**config.mk**
```make
export PLATFORM = sky130hd
export DESIGN_NAME = fifo_burst_reader
export DESIGN_NICKNAME = d
export VERILOG_FILES = /design/src/rtl/fifo_burst_reader.sv
export SDC_FILE = /design/constraint.sdc
export NUM_CORES = 1
export LEC_CHECK = 0
export ABC_AREA = 1
export CORE_MARGIN = 2
export CORE_UTILIZATION = 57
export DETAILED_ROUTE_END_ITERATION = 10
export PLACE_DENSITY = 0.95
export SYNTH_ARGS = -nofsm -noshare
export SYNTH_HDL_FRONTEND = slang
export SYNTH_SLANG_ARGS = --single-unit
```
**constraint.sdc**
```tcl
create_clock -name clk -period 4.75 [get_ports clk]
set_clock_uncertainty 0.05 [all_clocks]
set_input_delay 0.475 -clock clk [delete_from_list [all_inputs] [get_ports clk]]
set_output_delay 0.475 -clock clk [all_outputs]
set_load 0.01 [all_outputs]
```
**src/rtl/fifo_burst_reader.sv**
```systemverilog
// fifo_burst_reader: pops burst_len words from a synchronous FIFO and streams them out on valid/ready.
// Optional build macro: FIFO_BURST_READER_STATS_EN (adds stat_words / stat_starve counters).
// Ports:
//   clk, reset            - system clock, synchronous active-high reset
//   start, burst_len      - burst request and its length (sampled when idle)
//   fifo_empty, fifo_data - FIFO status and read data (data valid one cycle after fifo_rd_en)
//   fifo_rd_en            - FIFO read enable (combinational)
//   m_valid, m_ready      - downstream handshake
//   m_data, m_last        - downstream word and end-of-burst marker
//   busy, done            - burst in progress / one-cycle completion pulse
//   stat_words, stat_starve (macro only) - accepted-word and FIFO-starvation counters
module fifo_burst_reader #(
    parameter int DATA_WIDTH = 8,
    parameter int CNT_W      = 5
) (
    input  logic                  clk,
    input  logic                  reset,
    input  logic                  start,
    input  logic [CNT_W-1:0]      burst_len,
    input  logic                  fifo_empty,
    input  logic [DATA_WIDTH-1:0] fifo_data,
    output logic                  fifo_rd_en,
    output logic                  m_valid,
    input  logic                  m_ready,
    output logic [DATA_WIDTH-1:0] m_data,
    output logic                  m_last,
    output logic                  busy,
`ifdef FIFO_BURST_READER_STATS_EN
    output logic                  done,
    output logic [31:0]           stat_words,
    output logic [15:0]           stat_starve
`else
    output logic                  done
`endif
);
    typedef enum logic [1:0] {IDLE, RUN, DRAIN} state_t;

    state_t                state;
    logic [CNT_W-1:0]      rem_issue;
    logic [CNT_W-1:0]      rem_out;
    logic                  inflight;
    logic [1:0]            occ;
    logic [DATA_WIDTH-1:0] sb0;
    logic [DATA_WIDTH-1:0] sb1;
    logic                  pop;
    logic [1:0]            wr_idx;
    logic [DATA_WIDTH-1:0] nx0;
    logic [DATA_WIDTH-1:0] nx1;

    assign pop     = m_valid & m_ready;
    assign m_valid = occ != 2'd0;
    assign m_data  = sb0;
    assign m_last  = m_valid && rem_out == CNT_W'(1);
    // Only issue a read if the buffer is guaranteed a free slot when the word lands next cycle.
    assign fifo_rd_en = state == RUN && !fifo_empty && rem_issue != '0 &&
                        ({1'b0, occ} + {2'b0, inflight} - {2'b0, pop}) < 3'd2;

    // Head is sb0; a pop shifts sb1 forward, and the landing word goes to the first free slot after that.
    always_comb begin
        wr_idx = occ - {1'b0, pop};
        nx0    = (inflight && wr_idx == 2'd0) ? fifo_data : pop ? sb1 : sb0;
        nx1    = (inflight && wr_idx == 2'd1) ? fifo_data : sb1;
    end

    always_ff @(posedge clk) begin
        if (reset) begin
            state     <= IDLE;
            rem_issue <= '0;
            rem_out   <= '0;
            inflight  <= 1'b0;
            occ       <= 2'd0;
            sb0       <= '0;
            sb1       <= '0;
            busy      <= 1'b0;
            done      <= 1'b0;
        end else begin
            done     <= 1'b0;
            inflight <= fifo_rd_en;
            occ      <= occ - {1'b0, pop} + {1'b0, inflight};
            sb0      <= nx0;
            sb1      <= nx1;
            if (fifo_rd_en)
                rem_issue <= rem_issue - CNT_W'(1);
            if (pop)
                rem_out <= rem_out - CNT_W'(1);
            case (state)
                IDLE: begin
                    if (start && burst_len != '0) begin
                        state     <= RUN;
                        rem_issue <= burst_len;
                        rem_out   <= burst_len;
                        busy      <= 1'b1;
                    end else if (start) begin
                        done <= 1'b1;
                    end
                end
                RUN: begin
                    if (fifo_rd_en && rem_issue == CNT_W'(1))
                        state <= DRAIN;
                end
                default: ;
            endcase
            if (state != IDLE && pop && rem_out == CNT_W'(1)) begin
                state <= IDLE;
                busy  <= 1'b0;
                done  <= 1'b1;
            end
        end
    end

`ifdef FIFO_BURST_READER_STATS_EN
    always_ff @(posedge clk) begin
        if (reset) begin
            stat_words  <= '0;
            stat_starve <= '0;
        end else begin
            if (pop && stat_words != '1)
                stat_words <= stat_words + 32'd1;
            if (state == RUN && rem_issue != '0 && fifo_empty && stat_starve != '1)
                stat_starve <= stat_starve + 16'd1;
        end
    end
`endif
endmodule

```
==> summary.md, run 1 <==
| Metric | Value |
|---|---|
| Clk buf depth | `2` |
| FILL cells | `around 240` |
| Diodes inserted | `0` |
| Placed Cells incl. Taps | `between 300 and 400` |
| CTS tree | `built` |
| Post-layout nets | `about 340` |
| Synth top cells by count | `56 x nand2_1, 54 x inv_1, 53 x nor2_1` |
| Worst rel slew slack | `61.49%` |
| Cell area after layout | `~2300 µm²` |
| CTS Hold Bufs | `0` |
| Worst Max-Slew Pin Slew | `0.5742 ns` |
| Clk_lat worst skew | `about 0.35 ns` |
| Post-CTS setup buffer count | `0` |
| Row count | `20` |
| Post-synthesis cell count | `285` |
| Multi-input gate area | `between 900 and 1000 µm²` |
| Area after DPL | `around 2200 µm²` |
| Register area | `approximately 660 µm²` |
| Core area | `a little over 3000 µm²` |
| Hold Fails Final Rpt | `0` |
| Req. time, crit path | `about 4.2 ns` |
| Initial core utilization | `between 60% and 70%` |
| Post-cts sizing count | `0` |
| Routed len/inst | `approximately 12 µm` |
| Core Util, Final | `between 70% and 80%` |
| Worst setup EP type | `primary output` |
| Flops & latches, synth | `33` |
| Die area | `around 3800 µm²` |
| Maximum clock rate | `between 300 and 400 MHz` |
| Sequential area share after synthesis | `a little over a third` |
| WL final | `about 4.2 mm` |
| Syn_area_per_cell | `roughly 6.6 µm²` |
| HPWL reported at the end of detailed placement | `3.104 mm` |
| Total track usage | `roughly a quarter` |
| Area share of the largest cell type after synthesis | `35.25%` |
| Worst VDD drop | `0.0002992 V` |
| Cell Chain, Critical Path | `clkdlybuf4s50_1 -> inv_1 -> nand2_1 -> nand2_2 -> nand2_1 -> fa_1 -> nand2_1 -> nor2_1 -> nand3_2 -> inv_1 -> clkdlybuf4s50_1` |
| 1st-pass router iterations | `5` |
| Crit path top cell by count | `nand2_1` |
| Initial antenna violation count | `0` |
| YS warnings | `0` |
| Global placer's final weighted congestion | `approximately 0.85` |
| Number of routed nets with antenna violations | `0` |
| Setup slack, reg-to-reg | `~2.5 ns` |
| Worst-path fanout max | `7` |
| Largest net degree at the start of global routing | `17` |
| Die extent in x | `between 60 and 70 µm` |
| Vias | `~1.8k` |
| Pwr Total | `about 640 µW` |
| Top FF cell, synth | `dfxtp_1` |
| Power per Cell Area | `283.2 nW/µm²` |
| Fraction of registers with async set/reset | `0%` |
| Critical path arrival | `between 2 and 3 ns` |
| CP Launch Type | `input port` |
| EDFF count, synth | `0` |
| First-pass GRT wire length | `6.762 mm` |
| Area delta synth->final | `21.50%` |
| Synthesized area | `1874 µm²` |
| IO buf count | `30` |
| Synth cell types | `25` |
| LEAKAGE | `between 0.001 and 0.0015 µW` |
| Setup TNS | `0 ns` |
| CP peak stage delay | `between 0.5 and 0.6 ns` |
| Outcome | `complete, no violations` |
| Die height | `approximately 61 µm` |
| RSZ-0062 raised after global routing | `false` |
| Crit path buf inv count | `4` |
| WS Path Type | `in2out` |
| Ranking of synthesized cells by area | `dfxtp_1 35%, nand2_1 11%, inv_1 11%` |
| H-tree lvl count | `2` |
| Mapped Nets | `around 310` |
| TritonCTS buffer count | `5` |
| Post-route minimum period | `between 3 and 4 ns` |
| Initial DRC count | `approximately 120` |
| CP max-delay cell | `clkdlybuf4s50_1` |
| Residual DRC | `0` |
| Share of layout cells above drive strength 1 | `between 8 and 9%` |
| Delay-heaviest family, CP | `buffers and inverters` |
| Most common cell in the netlist | `nand2_1` |
| Max-Cap Viols | `0` |
| Grt total ovfl | `0` |
| Final setup viols | `0` |
| Final Max Tran Viols | `0` |
| Fin crit share | `between 60% and 70%` |
| Number of global-route vias before repair | `around 1.6k` |
| Area leader, netlist | `dfxtp_1` |
| Ports | `31` |
| Clk root buf | `clkbuf_4` |
| Routed vias/inst | `around 5` |
| Worst min path class | `reg2reg` |
| Clock slew at reported path FFs | `0.10 ns` |
| Final non-filler cell total | `between 300 and 400` |
| # clock sinks | `33` |
==> sequential cells by signal (all words and copies together), names as in the netlist <==
name       cells
busy           1
done           1
inflight       1
m_data         8
occ            2
rem_issue      5
rem_out        5
sb1            8
state          2
==> metrics by stage <==
step / setup slack [ns] / hold slack, ns
2_1_floorplan: 2.507 / 0.3797
3_3_place_gp: 1.513 / 0.3904
3_5_place_dp: 1.452 / 0.3974
4_1_cts: 1.449 / 0.4127
5_1_grt: 1.297 / 0.4303
6_report: 1.464 / 0.4127
==> layer usage <==
| layer | GRT usage (%) | share of wire [%] | vias up |
|---|---|---|---|
| li1 | - | - | 938 |
| met1 | 32.03 | 43 | 802 |
| met2 | 39.36 | 47 | 63 |
| met3 | 6.723 | 7.7 | 9 |
| met4 | 10.94 | 1.9 | 0 |
| met5 | 0 | 0 | - |
==> where the power goes <==
group          total, µW  internal [µW]  leakage [µW]  switching, µW
clock network        221            126     0.0000455           95.1
registers            302            291      0.000269           11.9
logic                122           51.6      0.000752           70.1
==> worst min-delay path, delay by kind of cell (launching register included) <==
kind | cells | cell delay [ns]
AOI/OAI and AO/OA | 1 | 0.06
DFF | 1 | 0.31
buffers and inverters | 1 | 0.06
==> worst paths after layout <==
path / start / end / depth (start not counted)
max: m_ready / fifo_rd_en / 11
min: sb1[7] / sb1[7] / 2
max reg2reg: occ[1] / state[0] / 11
min reg2reg: sb1[7] / sb1[7] / 2
==> cell type report <==
class / instances / area share [%]
Timing Repair Buffer: 30 / 13.19
Clock buffer: 7 / 2.418
Multi-Input combinational cell: 192 / 42.42
Clock inverter: 1 / 1.319
Sequential cell: 33 / 29.01
Inverter: 56 / 9.231
Tap cell: 44 / 2.418
==> placed cells by master (no fill, tap or decap), drive strengths merged, types with 2 or more instances in the layout <==
cell type and n:
nor2 62, nand2 60, inv 56, dfxtp 33, clkdlybuf4s50 30, nand3 30, a21oi 11, o21ai 11
ha 7, clkbuf 7, nand3b 3, nor3 2, xnor2 2
==> cell families (layout without fill, tap and decap cells) <==
kind of cell	count (synthesis)	after routing	synth area share [%]
flops	33	33	35.25
xor+xnor	3	3	1.402
simple gates	158	158	37.85
buf+inv	60	94	13.22
compound gates	23	23	6.542
fa+ha+maj	8	8	5.741
(Power assumes the default switching activity.)
==> run 2, diff against run 1 <==
--- a/config.mk
+++ b/config.mk
@@ -7,9 +7,9 @@
 export LEC_CHECK = 0
 export ABC_AREA = 1
 export CORE_MARGIN = 2
-export CORE_UTILIZATION = 57
+export CORE_UTILIZATION = 48
 export DETAILED_ROUTE_END_ITERATION = 10
-export PLACE_DENSITY = 0.95
+export PLACE_DENSITY = 0.88
 export SYNTH_ARGS = -nofsm -noshare
 export SYNTH_HDL_FRONTEND = slang
 export SYNTH_SLANG_ARGS = --single-unit
==> constraint.sdc (replaced) <==
create_clock -name clk -period 2.71 [get_ports clk]
set_clock_uncertainty 0.05 [all_clocks]
set_input_delay 0.271 -clock clk [delete_from_list [all_inputs] [get_ports clk]]
set_output_delay 0.271 -clock clk [all_outputs]
set_load 0.01 [all_outputs]
==> run 2 against run 1 <==
Effect of this change: worst setup slack got worse by 1.2 ns; final area is 2.6% higher; hold slack worse by 0.0070 ns; power up 78%; via count shrank 3.7%; highest routed layer unchanged; non-clock buffer count grew 5.
==> summary.md, run 2 (synthesis gave the netlist of run 1 again) <==
| Metric | Value |
|---|---|
| WS Path Type | `in2out` |
| TritonCTS buffer count | `5` |
| Total track usage | `about a fifth` |
| Final non-filler cell total | `around 370` |
| Commonest non-fill, non-tap cell in the layout | `nand2_1` |
| H-tree lvl count | `2` |
| Worst VDD drop | `~0.00043 V` |
| Ports | `31` |
| Final setup viols | `0` |
| First-pass GRT wire length | `just under 7 mm` |
| 1st-pass router iterations | `4` |
| Req. time, crit path | `~2.4 ns` |
| Die extent in x | `66.49 µm` |
| Power per Cell Area | `about 490 nW/µm²` |
| Clk root buf | `clkbuf_8` |
| Share of layout cells above drive strength 1 | `about a tenth` |
| Hold_sp | `sb1[4]` |
| IO buf count | `30` |
| Final Max Tran Viols | `0` |
| Routed len/inst | `~11 µm` |
| Post-layout nets | `349` |
| CP Launch Type | `input port` |
| Cell Chain, Critical Path | `clkdlybuf4s50_1 -> nand3_2 -> nand2_2 -> nand2_1 -> fa_1 -> nand2_1 -> nor2_1 -> nand3_2 -> inv_1 -> dlygate4sd2_1` |
| Capturing point of the worst reg2reg path | `state[0]` |
| Max-Cap Viols | `0` |
| FF-to-FF path depth | `12` |
| Routed vias/inst | `roughly 4.7` |
| Initial antenna violation count | `0` |
| Placed Cells incl. Taps | `364` |
| Clk buf depth | `2` |
| Grt total ovfl | `0` |
| Setup slack, reg-to-reg | `between 0.6 and 0.7 ns` |
| Dpl ws | `-0.03633 ns` |
| Residual DRC | `0` |
| Number of global-route vias before repair | `about 1.7k` |
| Die area | `approximately 4400 µm²` |
| Core area | `~3700 µm²` |
| WL final | `about 4.0 mm` |
| Worst min path class | `reg2reg` |
| Worst setup EP type | `primary output` |
| Post-route minimum period | `around 2.5 ns` |
| Largest net degree at the start of global routing | `17` |
| Clk_lat worst skew | `0.28 ns` |
| Initial DRC count | `between 100 and 150` |
| Row count | `22` |
| Number of routed nets with antenna violations | `0` |
| Worst Max-Slew Pin Slew | `approximately 0.39 ns` |
| CTS tree | `built` |
| Worst rel slew slack | `approximately three quarters` |
| Worst setup margin | `roughly 0.26 ns` |
| Area delta synth->final | `24.63%` |
| Most frequent cells in the layout | `56 x nand2_1, 54 x inv_1, 53 x nor2_1` |
| Critical path arrival | `2.13 ns` |
| Worst-path fanout max | `3` |
| Pwr Total | `between 1000 and 1500 µW` |
| CP peak stage delay | `roughly 0.54 ns` |
| Outcome | `complete, no violations` |
| FILL cells | `roughly 340` |
| CP max-delay cell | `fa_1` |
| # clock sinks | `33` |
| CTS Hold Bufs | `0` |
| LEAKAGE | `~0.0011 µW` |
| Maximum clock rate | `408.1 MHz` |
| Hold path endpoint | `sb1[4]` |
| Fin crit share | `between 90 and 100%` |
| Global placer's final weighted congestion | `0.7935` |
| Hold path depth | `2` |
| Hold Fails Final Rpt | `0` |
| Initial core utilization | `50.44%` |
| Vias | `1745` |
| HPWL reported at the end of detailed placement | `2.999 mm` |
| Clock slew at reported path FFs | `0.06 ns` |
| RSZ-0062 raised after global routing | `false` |
| Diodes inserted | `0` |
| Hold slack | `0.4057 ns` |
| Die height | `roughly 66 µm` |
| Core Util, Final | `between 60 and 70%` |
| Worst R2R Start | `occ[0]` |
==> run 2: worst max-delay path by stage <==
stage          startpoint          to  slack [ns]  cells past startpoint
3_5_place_dp      m_ready  fifo_rd_en       -0.04                     10
5_1_grt           m_ready  fifo_rd_en        0.16                     10
2_1_floorplan      occ[1]  fifo_rd_en        0.76                      8
6_report          m_ready  fifo_rd_en        0.26                     10
3_3_place_gp      m_ready  fifo_rd_en        0.04                     10
4_1_cts           m_ready  fifo_rd_en        0.23                     10
==> run 2: layer usage <==
layer | part of all wire [%] | global-route usage, %
met5 | 0 | 0
met4 | 0.77 | 6.122
met3 | 3.2 | 3.547
met2 | 49 | 35.38
met1 | 47 | 25.13
==> run 2: cell type report <==
cell class	instances	area (µm²)	area share [%]
clock buffers	7	96.34	4.124
multi-input cells	192	965.9	41.35
well taps	48	60.06	2.571
repair buffers	35	336.6	14.41
clock inverters	1	5.005	0.2142
inverters	56	210.2	8.998
flip-flops and latches	33	661.9	28.33
==> run 2: timing repair <==
action	CTS	global route
buffers inserted	0	0
setup endpoints to repair	1	0
gates resized for setup	2	0
==> run 2: critical path, delay by kind of cell <==
family	cells	cell delay, ns
adder cells (fa/ha/maj)	1	0.54
buffers and inverters	3	0.79
AND/OR/NAND/NOR	6	0.52
==> run 2: power by group <==
part	leakage, µW	switching [µW]	internal (µW)
Clock	0.0000542	175	229
Combinational	0.000781	120	93.6
Sequential	0.000270	20.0	510
Total	0.00111	315	833
==> run 2: stage by stage <==
step / TNS [ns] / area (µm²)
2_1_floorplan: 0 / 1874
3_3_place_gp: 0 / 2235
3_5_place_dp: -0.03633 / 2235
4_1_cts: 0 / 2336
5_1_grt: 0 / 2336
6_report: 0 / 2336
